**src/rtl/uart_cmd_assembler_if.sv**
```systemverilog
// Byte-stream and command-handshake bundle between the UART receiver,
// the command assembler and the downstream command processor.
interface uart_cmd_assembler_if;
  logic        rx_rdy;
  logic [7:0]  rx_data;
  logic        clr_rx_rdy;
  logic        clr_cmd_rdy;
  logic [7:0]  cmd;
  logic [15:0] data;
  logic        cmd_rdy;
  logic        clr_err;
  logic        cs_err;
  logic        to_err;
  logic        ovr_err;

  modport master (
    input  rx_rdy, rx_data, clr_cmd_rdy, clr_err,
    output clr_rx_rdy, cmd, data, cmd_rdy, cs_err, to_err, ovr_err
  );

  modport slave (
    output rx_rdy, rx_data, clr_cmd_rdy, clr_err,
    input  clr_rx_rdy, cmd, data, cmd_rdy, cs_err, to_err, ovr_err
  );
endinterface

```
**src/rtl/uart_cmd_assembler.sv**
```systemverilog
// Frames UART bytes into {opcode, data_hi, data_lo, checksum} commands with
// inter-byte timeout resync and sticky checksum/timeout/overrun flags.
module uart_cmd_assembler #(
  parameter int TIMEOUT_W = 20,
  parameter int TIMEOUT   = 500000
) (
  input  logic                  clk,
  input  logic                  rst_n,
  uart_cmd_assembler_if.master  bus
);

  typedef enum logic [1:0] {WAIT_CMD, WAIT_DHI, WAIT_DLO, WAIT_CS} state_e;

  localparam logic [TIMEOUT_W-1:0] TO_LAST = TIMEOUT_W'(TIMEOUT - 1);

  state_e               state_q, state_d;
  logic [7:0]           op_q, op_d;
  logic [7:0]           dhi_q, dhi_d;
  logic [7:0]           dlo_q, dlo_d;
  logic [TIMEOUT_W-1:0] cnt_q, cnt_d;
  logic [7:0]           cmd_q, cmd_d;
  logic [15:0]          data_q, data_d;
  logic                 cmd_rdy_q, cmd_rdy_d;
  logic                 cs_err_q, cs_err_d;
  logic                 to_err_q, to_err_d;
  logic                 ovr_err_q, ovr_err_d;
  logic [7:0]           sum;

  // 8-bit wrap-around sum; a good frame totals 8'hFF.
  assign sum = op_q + dhi_q + dlo_q + bus.rx_data;

  assign bus.clr_rx_rdy = bus.rx_rdy;
  assign bus.cmd        = cmd_q;
  assign bus.data       = data_q;
  assign bus.cmd_rdy    = cmd_rdy_q;
  assign bus.cs_err     = cs_err_q;
  assign bus.to_err     = to_err_q;
  assign bus.ovr_err    = ovr_err_q;

  always_ff @(posedge clk or negedge rst_n) begin
    if (!rst_n) begin
      state_q   <= WAIT_CMD;
      op_q      <= '0;
      dhi_q     <= '0;
      dlo_q     <= '0;
      cnt_q     <= '0;
      cmd_q     <= '0;
      data_q    <= '0;
      cmd_rdy_q <= 1'b0;
      cs_err_q  <= 1'b0;
      to_err_q  <= 1'b0;
      ovr_err_q <= 1'b0;
    end else begin
      state_q   <= state_d;
      op_q      <= op_d;
      dhi_q     <= dhi_d;
      dlo_q     <= dlo_d;
      cnt_q     <= cnt_d;
      cmd_q     <= cmd_d;
      data_q    <= data_d;
      cmd_rdy_q <= cmd_rdy_d;
      cs_err_q  <= cs_err_d;
      to_err_q  <= to_err_d;
      ovr_err_q <= ovr_err_d;
    end
  end

  always_comb begin
    state_d   = state_q;
    op_d      = op_q;
    dhi_d     = dhi_q;
    dlo_d     = dlo_q;
    cnt_d     = cnt_q;
    cmd_d     = cmd_q;
    data_d    = data_q;
    // Clears are applied first so a same-cycle set overrides them.
    cmd_rdy_d = cmd_rdy_q & ~bus.clr_cmd_rdy;
    cs_err_d  = cs_err_q  & ~bus.clr_err;
    to_err_d  = to_err_q  & ~bus.clr_err;
    ovr_err_d = ovr_err_q & ~bus.clr_err;

    if (state_q == WAIT_CMD) begin
      cnt_d = '0;
      if (bus.rx_rdy) begin
        op_d    = bus.rx_data;
        state_d = WAIT_DHI;
      end
    end else if (bus.rx_rdy) begin
      cnt_d = '0;
      case (state_q)
        WAIT_DHI: begin
          dhi_d   = bus.rx_data;
          state_d = WAIT_DLO;
        end
        WAIT_DLO: begin
          dlo_d   = bus.rx_data;
          state_d = WAIT_CS;
        end
        default: begin
          state_d = WAIT_CMD;
          if (sum == 8'hFF) begin
            cmd_d     = op_q;
            data_d    = {dhi_q, dlo_q};
            cmd_rdy_d = 1'b1;
            if (cmd_rdy_q) ovr_err_d = 1'b1;
          end else begin
            cs_err_d = 1'b1;
          end
        end
      endcase
    end else if (cnt_q == TO_LAST) begin
      state_d  = WAIT_CMD;
      to_err_d = 1'b1;
      cnt_d    = '0;
    end else begin
      cnt_d = cnt_q + 1'b1;
    end
  end

endmodule
```
**src/flat_wrapper.sv**
```systemverilog
// flat-port wrapper written by rule: the top's interface ports become plain ports
module uart_cmd_assembler_flat 
#(
  parameter int TIMEOUT_W = 20,
  parameter int TIMEOUT   = 500000
)
  (clk, rst_n, bus_rx_rdy, bus_rx_data, bus_clr_cmd_rdy, bus_clr_err, bus_clr_rx_rdy, bus_cmd, bus_data, bus_cmd_rdy, bus_cs_err, bus_to_err, bus_ovr_err);
  uart_cmd_assembler_if bus_i ();
  input  logic clk;
  input  logic rst_n;
  input wire logic [$bits(bus_i.rx_rdy)-1:0] bus_rx_rdy;
  input wire logic [$bits(bus_i.rx_data)-1:0] bus_rx_data;
  input wire logic [$bits(bus_i.clr_cmd_rdy)-1:0] bus_clr_cmd_rdy;
  input wire logic [$bits(bus_i.clr_err)-1:0] bus_clr_err;
  output wire logic [$bits(bus_i.clr_rx_rdy)-1:0] bus_clr_rx_rdy;
  output wire logic [$bits(bus_i.cmd)-1:0] bus_cmd;
  output wire logic [$bits(bus_i.data)-1:0] bus_data;
  output wire logic [$bits(bus_i.cmd_rdy)-1:0] bus_cmd_rdy;
  output wire logic [$bits(bus_i.cs_err)-1:0] bus_cs_err;
  output wire logic [$bits(bus_i.to_err)-1:0] bus_to_err;
  output wire logic [$bits(bus_i.ovr_err)-1:0] bus_ovr_err;
  assign bus_i.rx_rdy = bus_rx_rdy;
  assign bus_i.rx_data = bus_rx_data;
  assign bus_i.clr_cmd_rdy = bus_clr_cmd_rdy;
  assign bus_i.clr_err = bus_clr_err;
  assign bus_clr_rx_rdy = bus_i.clr_rx_rdy;
  assign bus_cmd = bus_i.cmd;
  assign bus_data = bus_i.data;
  assign bus_cmd_rdy = bus_i.cmd_rdy;
  assign bus_cs_err = bus_i.cs_err;
  assign bus_to_err = bus_i.to_err;
  assign bus_ovr_err = bus_i.ovr_err;
  uart_cmd_assembler #(.TIMEOUT_W(TIMEOUT_W), .TIMEOUT(TIMEOUT)) u_core (.clk(clk), .rst_n(rst_n), .bus(bus_i));
endmodule
```
**config.mk**
```make
export PLATFORM = sky130hd
export DESIGN_NAME = uart_cmd_assembler_flat
export DESIGN_NICKNAME = d
export VERILOG_FILES = /design/src/rtl/uart_cmd_assembler_if.sv /design/src/rtl/uart_cmd_assembler.sv /design/src/flat_wrapper.sv
export SDC_FILE = /design/constraint.sdc
export NUM_CORES = 1
export LEC_CHECK = 0
export BUFFER_PORTS_ARGS = -buffer_cell sky130_fd_sc_hd__buf_2
export CAP_MARGIN = 20
export CORE_MARGIN = 1.5
export CORE_UTILIZATION = 53
export CTS_CLUSTER_SIZE = 40
export DETAILED_ROUTE_END_ITERATION = 12
export PLACE_DENSITY = 0.8
export SLEW_MARGIN = 15
export SYNTH_ARGS = -nofsm -noshare
export SYNTH_HDL_FRONTEND = slang
export SYNTH_SLANG_ARGS = --single-unit
```
**constraint.sdc**
```tcl
create_clock -name clk -period 3.72 [get_ports clk]
set_input_delay 1.116 -clock clk [delete_from_list [all_inputs] [get_ports clk]]
set_output_delay 1.116 -clock clk [all_outputs]
set_load 0.05 [all_outputs]
```
==> implementation parameters <==
Parameter                              Value

Worst setup path
  Launching point of the worst reg2reg path    u_core.dhi_q[1]
  Count of buffer and inverter cells on the critical path    5
  Most prevalent standard cell on the critical path    sky130_fd_sc_hd__inv_2
  CP cell instances    buf_6 -> fa_1 -> inv_2 -> fa_1 -> inv_2 -> ha_4 -> inv_2 -> fa_2 -> nand3b_1 -> nor4_1 -> o211a_1 -> and3_4 -> buf_12 -> mux2_4
  Class of the most critical setup path    in -> reg
  FF-to-FF setup slack    0.10 ns
  Startpoint type of the worst setup path    input port
  CP required    approximately 4 ns
  Worst path max stage delay    a little under 0.5 ns
  Data arrival time of the critical path    between 4 and 5 ns
  Destination of the worst register-to-register timing path    u_core.bus.data[3]
  R2R depth    13
  Top fanout value on the critical path    7
  Family with the most delay on the worst path    adder cells
  Element type at the critical path end    flop
  Highest-delay cell along the critical path    sky130_fd_sc_hd__fa_1

Yosys
  Count of mapped cells out of synthesis    280
  Yosys warns    0
  Avg Inst Size Synth    13.2 um^2
  #FFs+latches synth    74
  Synthesized cell area    approximately 3700 um^2
  Count of unique library cells instantiated by Yosys    35
  Post-Syn Nets    319
  Seq/Total Area, Yosys    50.2%

Outcome
  Status    finished with violations
  Violations in the final reports    setup timing

Clock tree
  H-tree Lvls    3
  CTS tree    built
  Clock slew seen by the registers of the worst setup and hold paths    approximately 0.08 ns
  Root buf cell    sky130_fd_sc_hd__clkbuf_8
  Clk Latency, worst-skew pair    approximately 0.36 ns
  TritonCTS Buffers    9
  Cts-stage hold buffer count    0
  Number of clock sinks    74
  CTS Buffer Depth    2

Power
  Worst voltage drop across the vdd grid    approximately 0.34 mV
  Combinational cell fraction of total power    between 50% and 60%
  Clock network fraction of design power    between 10% and 20%
  Power density over the cells    913 nW/um^2
  Internal power summed over all cells    around 0.0024 W
  Fraction of power consumed by sequential logic    around 31%
  Static Leakage    roughly 2.1 nW
  Sw Pwr    ~0.0016 W
  Switching part of the total power    slightly above 40%

Floorplanning
  Area of the core    between 6000 and 7000 um^2
  X dimension of the die    roughly 86 um
  Number of placement rows    30
  I/O pin cnt    42
  Total die area    7470 um^2
  Starting density of the core    54.6%
  Height of the die    about 86 um

Detailed routing
  Post-detailed-routing wire length    between 7 and 8 mm
  Per-cell via count in the routed design    approximately 5.2
  Number of antenna-violating nets in the routed design    0
  Overall via count from detail_route    approximately 2.3k
  Number of DRC violations after detailed routing    0
  Initial detailed-routing violation count    102
  Drt first pass iters    4
  WL per Instance    approximately 16 um

STA
  Fmax    about 0.25 GHz
  Final count of negative-setup-slack endpoints    24
  Max-slew violation count    0
  Worst-Margin Slew    slightly below 0.8 ns
  Ratio of final minimum period to clock period    107%
  RSZ-0062 raised after global routing    yes
  Setup TNS    -5.64 ns
  Clock Skew    roughly 0.016 ns
  Total count of hold-check failures in the final report    0
  Worst-case setup margin in the final layout    -0.268 ns
  Max-Slew Margin vs Limit    47.5%
  Post-layout min period    approximately 4.0 ns

Finish
  Non-filler instance count after layout    between 400 and 500
  Share of post-route cells with drive strength above 1    between 30% and 40%
  Final core utilization    65.0%
  Layout fillers    roughly 490
  Net count of the finished layout    386
  FF/Latch Area    1850 um^2
  Synthesis-to-finish area growth    19.0%
  Area of the multi-input gates    1740 um^2
  # diodes    0
  Layout Cell Area excl Fill    roughly 4400 um^2

Placement
  Number of cells after detailed placement    approximately 410
  Routability-driven placement congestion ratio    0.807
  Post-placement cell area    about 4100 um^2
  HPWL after DPL    between 4 and 5 mm
  Port-buffer cells    41

GRT
  Global-route wire length before repair    11.4 mm
  Vias in the first global route    2394
  Largest net degree at the start of global routing    48
  GR Util All Layers    between 20% and 30%
  Aggregate global routing overflow    0
  Number of antenna violations at the first check in global routing    0

Worst hold path
  Startpoint of the lowest-slack hold path    u_core.bus.cs_err
  Cell count of the worst hold path    1
  Worst hold path type    reg -> reg
  Endpoint, Worst Hold    u_core.bus.cs_err

Run
  Max-cap check violation count    0
## placed cells by master (no fill, tap or decap), types with 3 or more instances in the layout
master                        n
sky130_fd_sc_hd__mux2_4      22
sky130_fd_sc_hd__inv_2        3
sky130_fd_sc_hd__ha_1        11
sky130_fd_sc_hd__clkinvlp_4   3
sky130_fd_sc_hd__buf_12       3
sky130_fd_sc_hd__nor3_1       3
sky130_fd_sc_hd__buf_4       17
sky130_fd_sc_hd__nor2_1      23
sky130_fd_sc_hd__mux2_2      24
sky130_fd_sc_hd__o21ai_0      3
sky130_fd_sc_hd__clkbuf_8    10
sky130_fd_sc_hd__and3_1       3
sky130_fd_sc_hd__dfrtp_1     74
sky130_fd_sc_hd__nand2_1     14
sky130_fd_sc_hd__nor4_1       3
sky130_fd_sc_hd__fa_1        13
sky130_fd_sc_hd__nand4_1      5
sky130_fd_sc_hd__nand3_1      9
sky130_fd_sc_hd__buf_2       40
sky130_fd_sc_hd__inv_1       17
sky130_fd_sc_hd__xnor2_1     10
sky130_fd_sc_hd__xor2_1      13
## area by class of cell
| cell class | instances | area share (%) |
|---|---|---|
| flip-flops and latches | 74 | 42.2 |
| multi-input cells | 180 | 39.5 |
| repair buffers | 62 | 9.66 |
| clock buffers | 10 | 3.13 |
| well taps | 80 | 2.28 |
| inverters | 20 | 1.71 |
| clock inverters | 6 | 1.51 |
## state kept, by name, summed over array words and instances (netlist names)
signal              flops
u_core.op_q             8
u_core.bus.cs_err       1
u_core.dhi_q            8
u_core.bus.cmd          8
u_core.bus.to_err       1
u_core.dlo_q            8
u_core.state_q          2
u_core.bus.cmd_rdy      1
u_core.cnt_q           20
u_core.bus.data        16
u_core.bus.ovr_err      1
## cell families after synthesis
logic type / synth area share [%]
xor gates and xnor gates: 6.68
muxes: 16.1
buffers and inverters: 3.93
AOI/OAI and AO/OA: 2.24
and+or+nand+nor: 9.22
adders and majority gates: 11.7
DFF: 50.2
## repair_timing
action,CTS,global route
cloned,0,2
gates resized for setup,3,7
setup endpoints to repair,24,26
pin swaps,2,2
hold endpoints to repair,0,0
buffers inserted,4,1
## Yosys cell counts, drive strengths merged
master,instances,area (um^2)
nand4,5,31.3
dfrtp,74,1850
xnor2,10,87.6
nor3,3,15.0
o31ai,1,7.51
a21oi,2,10.0
nor2b,2,12.5
xor2,13,114
inv,20,75.1
or3,1,6.26
xnor3,2,45.0
clkbuf,3,11.3
nor2,23,86.3
o21ai,4,20.0
o2bb2ai,2,17.5
nand3,9,45.0
o22a,1,8.76
mux2,46,593
fa,14,280
ha,12,150
nand2,15,56.3
and4,1,8.76
nor4b,1,8.76
o32ai,1,8.76
buf,4,58.8
and2,1,6.26
nand3b,1,7.51
o211a,1,10.0
and3,5,37.5
nor4,3,18.8
## layer usage
layer | share of wire (%) | global-route usage [%] | vias to the layer above
li1 | - | - | 1084
met2 | 52 | 35.0 | 44
met1 | 42 | 24.4 | 1124
met4 | 2.0 | 7.92 | 0
met3 | 3.5 | 6.19 | 12
met5 | 0 | 0 | -
## worst max path at each step
stage                              start            endpoint  slack, ns  cells after the start
final                     bus_rx_data[1]  u_core.bus.data[3]      -0.27                     14
after global routing      bus_rx_data[1]  u_core.bus.data[3]      -0.37                     14
after CTS                 bus_rx_data[1]  u_core.bus.data[3]      -0.20                     14
after detailed placement  bus_rx_data[1]  u_core.bus.data[6]      -0.62                     14
after global placement    bus_rx_data[1]  u_core.bus.data[3]      -0.56                     14
after floorplan           bus_rx_data[1]   u_core.bus.cmd[4]      -0.38                     14
## through the flow
stage          total power (W)  setup WS (ns)  hold WS (ns)
6_report               0.00401         -0.268         0.489
4_1_cts                0.00398         -0.198         0.494
3_3_place_gp           0.00320         -0.561         0.467
5_1_grt                0.00431         -0.366         0.519
3_5_place_dp           0.00330         -0.625         0.473
2_1_floorplan          0.00274         -0.383         0.453
## power by group through the flow
stage / logic, W / clock network (W) / registers, W
final: 0.00212 / 0.000643 / 0.00125
after global routing: 0.00233 / 0.000691 / 0.00128
after CTS: 0.00207 / 0.000659 / 0.00125
after detailed placement: 0.00204 / 0 / 0.00126
after global placement: 0.00196 / 0 / 0.00124
after floorplan: 0.00122 / 0 / 0.00152
(Power assumes the default switching activity.)
